## config.mk

```make
export PLATFORM = sky130hd
export DESIGN_NAME = seg_scan_reader
export DESIGN_NICKNAME = d
export VERILOG_FILES = /design/src/rtl/seg_scan_reader.sv
export SDC_FILE = /design/constraint.sdc
export NUM_CORES = 1
export LEC_CHECK = 0
export ABC_AREA = 1
export CORE_MARGIN = 4
export CORE_UTILIZATION = 35
export CTS_CLUSTER_SIZE = 14
export DETAILED_ROUTE_END_ITERATION = 10
export HOLD_SLACK_MARGIN = 0.06
export PLACE_DENSITY = 0.63
export RECOVER_POWER = 25
export SLEW_MARGIN = 20
export SYNTH_ARGS = -nofsm -noshare
export SYNTH_HDL_FRONTEND = slang
export SYNTH_SLANG_ARGS = --single-unit
export TNS_END_PERCENT = 5
```

## constraint.sdc

```tcl
create_clock -name clk -period 1.8 [get_ports clk]
set_input_delay 0.18 -clock clk [delete_from_list [all_inputs] [get_ports clk]]
set_output_delay 0.18 -clock clk [all_outputs]
set_load 0.005 [all_outputs]
```

## src/rtl/seg_scan_reader.sv

```systemverilog
// Recovers four BCD digits from a scanned, active-low 7-segment bus.
// Each digit is debounced before capture; completed frames leave on a valid/ready port.
module seg_scan_reader #(
  parameter int unsigned STABLE_CYCLES = 4
) (
  input  logic        clk,
  input  logic        rst_n,
  input  logic [6:0]  seg_n,
  input  logic [3:0]  dig_sel,
  output logic        out_valid,
  input  logic        out_ready,
  output logic [15:0] out_bcd,
  output logic [3:0]  out_err,
  output logic        overflow
);

  typedef enum logic [1:0] {SEEK, SETTLE, HOLD} state_t;

  logic [6:0] seg_m_q, s_seg;
  logic [3:0] sel_m_q, s_sel;

  state_t          state_q, state_d;
  logic [7:0]      cnt_q, cnt_d;
  logic [3:0]      ref_sel_q, ref_sel_d;
  logic [6:0]      ref_seg_q, ref_seg_d;
  logic [3:0][3:0] slot_bcd_q, slot_bcd_d;
  logic [3:0]      slot_err_q, slot_err_d;
  logic [3:0]      seen_q, seen_d;
  logic            out_valid_q, out_valid_d;
  logic [3:0][3:0] out_bcd_q, out_bcd_d;
  logic [3:0]      out_err_q, out_err_d;
  logic            overflow_q, overflow_d;

  logic [8:0] cnt_inc;
  logic [4:0] dec;
  logic [1:0] ref_idx;
  logic       frame_done, load;

  function automatic logic is_onehot(input logic [3:0] v);
    return (v != 4'd0) && ((v & (v - 4'd1)) == 4'd0);
  endfunction

  function automatic logic [1:0] sel_idx(input logic [3:0] v);
    case (v)
      4'b0010: return 2'd1;
      4'b0100: return 2'd2;
      4'b1000: return 2'd3;
      default: return 2'd0;
    endcase
  endfunction

  // {err, bcd}; blank decodes to F without flagging an error
  function automatic logic [4:0] decode(input logic [6:0] p);
    case (p)
      7'h40: return 5'h00;
      7'h79: return 5'h01;
      7'h24: return 5'h02;
      7'h30: return 5'h03;
      7'h19: return 5'h04;
      7'h12: return 5'h05;
      7'h02: return 5'h06;
      7'h78: return 5'h07;
      7'h00: return 5'h08;
      7'h10: return 5'h09;
      7'h7F: return 5'h0F;
      default: return 5'h1F;
    endcase
  endfunction

  always_ff @(posedge clk or negedge rst_n) begin
    if (!rst_n) begin
      seg_m_q <= 7'h7F;
      s_seg   <= 7'h7F;
      sel_m_q <= 4'd0;
      s_sel   <= 4'd0;
    end else begin
      seg_m_q <= seg_n;
      s_seg   <= seg_m_q;
      sel_m_q <= dig_sel;
      s_sel   <= sel_m_q;
    end
  end

  assign cnt_inc    = {1'b0, cnt_q} + 9'd1;
  assign dec        = decode(ref_seg_q);
  assign ref_idx    = sel_idx(ref_sel_q);
  assign frame_done = (seen_q == 4'hF);
  assign load       = frame_done && (!out_valid_q || out_ready);

  always_comb begin
    state_d    = state_q;
    cnt_d      = cnt_q;
    ref_sel_d  = ref_sel_q;
    ref_seg_d  = ref_seg_q;
    slot_bcd_d = slot_bcd_q;
    slot_err_d = slot_err_q;
    seen_d     = frame_done ? 4'd0 : seen_q;
    case (state_q)
      SEEK: if (is_onehot(s_sel)) begin
        state_d   = SETTLE;
        cnt_d     = 8'd1;
        ref_sel_d = s_sel;
        ref_seg_d = s_seg;
      end
      SETTLE: begin
        if (s_sel == ref_sel_q && s_seg == ref_seg_q) begin
          cnt_d = cnt_inc[8] ? 8'hFF : cnt_inc[7:0];
          // this sample is the STABLE_CYCLES-th identical one in a row
          if (cnt_inc >= 9'(STABLE_CYCLES)) begin
            slot_bcd_d[ref_idx] = dec[3:0];
            slot_err_d[ref_idx] = dec[4];
            seen_d[ref_idx]     = 1'b1;
            state_d             = HOLD;
          end
        end else if (is_onehot(s_sel)) begin
          cnt_d     = 8'd1;
          ref_sel_d = s_sel;
          ref_seg_d = s_seg;
        end else begin
          state_d = SEEK;
        end
      end
      HOLD: if (s_sel != ref_sel_q) state_d = SEEK;
      default: state_d = SEEK;
    endcase
  end

  always_comb begin
    out_valid_d = out_valid_q;
    out_bcd_d   = out_bcd_q;
    out_err_d   = out_err_q;
    overflow_d  = overflow_q;
    if (load) begin
      out_valid_d = 1'b1;
      out_bcd_d   = slot_bcd_q;
      out_err_d   = slot_err_q;
    end else if (frame_done) begin
      overflow_d = 1'b1;
    end else if (out_valid_q && out_ready) begin
      out_valid_d = 1'b0;
    end
  end

  always_ff @(posedge clk or negedge rst_n) begin
    if (!rst_n) begin
      state_q     <= SEEK;
      cnt_q       <= 8'd0;
      ref_sel_q   <= 4'd0;
      ref_seg_q   <= 7'h7F;
      slot_bcd_q  <= 16'hFFFF;
      slot_err_q  <= 4'd0;
      seen_q      <= 4'd0;
      out_valid_q <= 1'b0;
      out_bcd_q   <= 16'hFFFF;
      out_err_q   <= 4'd0;
      overflow_q  <= 1'b0;
    end else begin
      state_q     <= state_d;
      cnt_q       <= cnt_d;
      ref_sel_q   <= ref_sel_d;
      ref_seg_q   <= ref_seg_d;
      slot_bcd_q  <= slot_bcd_d;
      slot_err_q  <= slot_err_d;
      seen_q      <= seen_d;
      out_valid_q <= out_valid_d;
      out_bcd_q   <= out_bcd_d;
      out_err_q   <= out_err_d;
      overflow_q  <= overflow_d;
    end
  end

  assign out_valid = out_valid_q;
  assign out_bcd   = out_bcd_q;
  assign out_err   = out_err_q;
  assign overflow  = overflow_q;

endmodule

```

==> impl_metrics.yaml <==
timing:
  finalHoldViolations: 0
  clock.fmax_mhz: 578.9
  fin_crit_sh: 0.9596
  slew_headroom: 0.2809
  finalWorstSetupSlack_ns: 0.07265
  rsz0062_at_grt: "true"
  fin_skew_ns: 0.008482
  layout_min_cycle_time_ns: 1.727
  tightest_slew_ns: 1.079
  slew_violations: 0
  fin_hold_ws_ns: 0.3472
  setup_viol: 0
yosys:
  synth_top_family_by_area: "simple AND/OR/NAND/NOR gates"
  ys_warn_count: 0
  yosys.area_share.simple: 0.2714
  postSynthNetCount: 460
  seq_area_frac_synth: 0.5673
  synthAdderAreaFrac: 0.006190
  syn_area_um2: 4043
  syn_inst: 444
  synth-xor-area-share: 0.004333
  syn-mean-instance-area_um2: 9.105
  synth-compound-area-share: 0.04240
  synthMuxAreaShare: 0.05571
  ys_ff_latch: 89
  ys_types: 29
cts:
  clockBufferDepth: 2
  clock-sinks: 89
  insertion_delay_ns: 0.35
  clk_pin_slew_ns: 0.06
  numCtsBuffers: 9
  htreeDepth: 3
  postCtsSetupRepairBufs: 0
  cts_root_buffer: "clkbuf_16"
  tritoncts: "built"
placed_design:
  dp.cells: 645
  hpwlAfterDp_um: 5822
  finalWeightedCongestion: 0.8677
  pre_cts_ws_ns: -0.04818
  numPortBuffers: 35
  place_area_um2: 4823
final_layout:
  final_cell_mix: "148 x nand2_1, 53 x dfstp_2, 39 x nand3_1"
  finalInstanceArea_um2: 5255
  instances_no_fill: 662
  syn2layout_area_growth_pct: 29.99
  layout.nets: 533
  drive_gt1_frac: 0.3352
  multi_input_area_um2: 1644
  register_area_um2: 2296
  final_common_cell: "nand2_1"
  diodes: 0
  fillCellCount: 1058
pwr:
  power_density_nw_per_um2: 951.0
  ir_worst_vdd_mv: 0.7277
  cellLeakagePower_nw: 2.443
  total_power_mw: 4.997
global_routing:
  antenna_found_initial: 0
  grt_max_degree: 41
  grtUsageTotal: 0.1310
  grt_pass1_vias: 3061
  grt_overflow_total: 0
  grt_pass1_wl_um: 13840
flow_run:
  maxCapViolCount: 0
routing:
  wl_per_cell_um: 12.38
  via_count: 3136
  drt-total-wl_um: 8193
  drt.antenna.violating_nets: 0
  viasPerCell: 4.737
  drtIter0Drc: 147
  firstDrtPassIters: 5
  drc: 0
setup_path:
  cp.required_ns: 2.07
  cp_top_family: "simple AND/OR/NAND/NOR gates"
  cp_cell_sequence: "inv_2, buf_4, nor3_1, nand2_1, nand2_1, nor2_2, nand3_2, nand2_2, nand3_1, nand2_1"
  worstSetupPathType: "reg2reg"
  crit_path_frequent_cell: "nand2_1"
  worstPathMaxFanout: 5
  startpoint_type: "flop"
  slowest_stage: "dfstp_2"
  slowest_delay_ns: 0.54
  crit_buf_inv: 2
  endpoint_kind: "flop"
  crit_arrival_ns: 2.00
floorplan:
  die-area_um2: 13330
  die_w_um: 115.5
  core_area_um2: 11080
  dieHeight_um: 115.5
  io_pins: 36
  rows: 38
  start_util: 0.3649
hold_path:
  hold_path.class: "reg2reg"
run_status:
  status: "completed"
==> metal layers <==
metal,GRT usage,up-vias,routed length (um),share of wire
met2,0.2114,65,3940,0.48
met5,0,-,0,0
met4,0.04460,0,148,0.018
li1,-,1575,-,-
met1,0.1652,1484,3694,0.45
met3,0.04491,12,410,0.050
==> cell type report <==
class	count	area share
tap	140	0.03333
inverter	40	0.02905
timing repair buffer	72	0.1300
clock buffer	9	0.04286
sequential	89	0.4369
clock inverter	7	0.01500
multi-input combinational	305	0.3129
==> power by group <==
group	switching (mW)	total, mW	internal [mW]
sequential	0.0696	2.21	2.14
combinational	0.536	0.888	0.352
clock	0.810	1.90	1.09
total	1.42	5.00	3.58
==> per-stage QoR <==
stage / utilization / setup TNS [ns]
after floorplan: - / 0
after global placement: 0.4354 / -0.04389
after detailed placement: 0.4354 / -0.09082
after CTS: 0.4642 / -0.008130
after global routing: 0.4744 / -0.8693
final: 0.4744 / 0
==> flip-flops by register name, summed over array words and instances, names as in the netlist <==
name / flops
out_bcd: 16
slot_bcd_q: 16
ref_seg_q: 7
out_err: 4
ref_sel_q: 4
sel_m_q: 4
state_q: 2
overflow: 1
s_seg: 7
out_valid: 1
cnt_q: 8
seen_q: 4
slot_err_q: 4
s_sel: 4
seg_m_q: 7
==> logic make-up (layout without fill, tap and decap cells) <==
group / count (synthesis) / in the layout
compound gates: 30 / 30
xor+xnor: 2 / 2
fa+ha+maj: 2 / 2
buf+inv: 50 / 128
flops: 89 / 89
mux: 20 / 20
simple gates: 251 / 251
==> path summary, 6_finish.rpt <==
path	cells after the start	to	slack [ns]	from
setup reg to reg	10	slot_bcd_q[8]$_DFFE_PN1P_	0.07	ref_seg_q[3]$_DFFE_PN1P_
setup / recovery	10	slot_bcd_q[8]$_DFFE_PN1P_	0.07	ref_seg_q[3]$_DFFE_PN1P_
min in group asynchronous	2	ref_sel_q[2]$_DFFE_PN0P_	0.56	rst_n
max in group asynchronous	3	out_bcd[7]$_DFFE_PN1P_	0.46	rst_n
hold reg to reg	0	s_sel[0]$_DFF_PN0_	0.35	sel_m_q[0]$_DFF_PN0_
hold / removal	0	s_sel[0]$_DFF_PN0_	0.35	sel_m_q[0]$_DFF_PN0_
==> Yosys cell counts <==
cell        n  area [um2]
nand2_1   157       589.3
dfstp_2    53        1393
nand3_1    46       230.2
dfrtp_1    36       900.9
nor2_1     29       108.9
inv_1      27       101.4
mux2_2     20       225.2
inv_2      13       48.80
o21ai_1    11       55.05
o21ai_0     9       45.04
nand4_1     7       43.79
clkbuf_1    5       18.77
a21oi_1     4       20.02
buf_6       3       33.78
nor3_1      3       15.01
nor4_4      3       63.81
buf_2       2       10.01
ha_1        2       25.02
nor2_2      2       12.51
o21bai_1    2       15.01
xnor2_1     2       17.52
a21oi_4     1       16.27
a31oi_1     1       6.260
nand3_2     1       10.01
nor3_2      1       10.01
nor3b_1     1       7.510
o21a_1      1       7.510
o22ai_1     1       6.260
or2_1       1       6.260
==> what timing repair did <==
item / 4_1_cts / 5_1_grt
hold buffers: 1 / 0
endpoints found under the setup margin: 4 / 45
pin swaps: 0 / 2
gates resized for setup: 1 / 36
hold endpoints to repair: 24 / 0
Note: power is estimated with default switching activity, not from simulation.
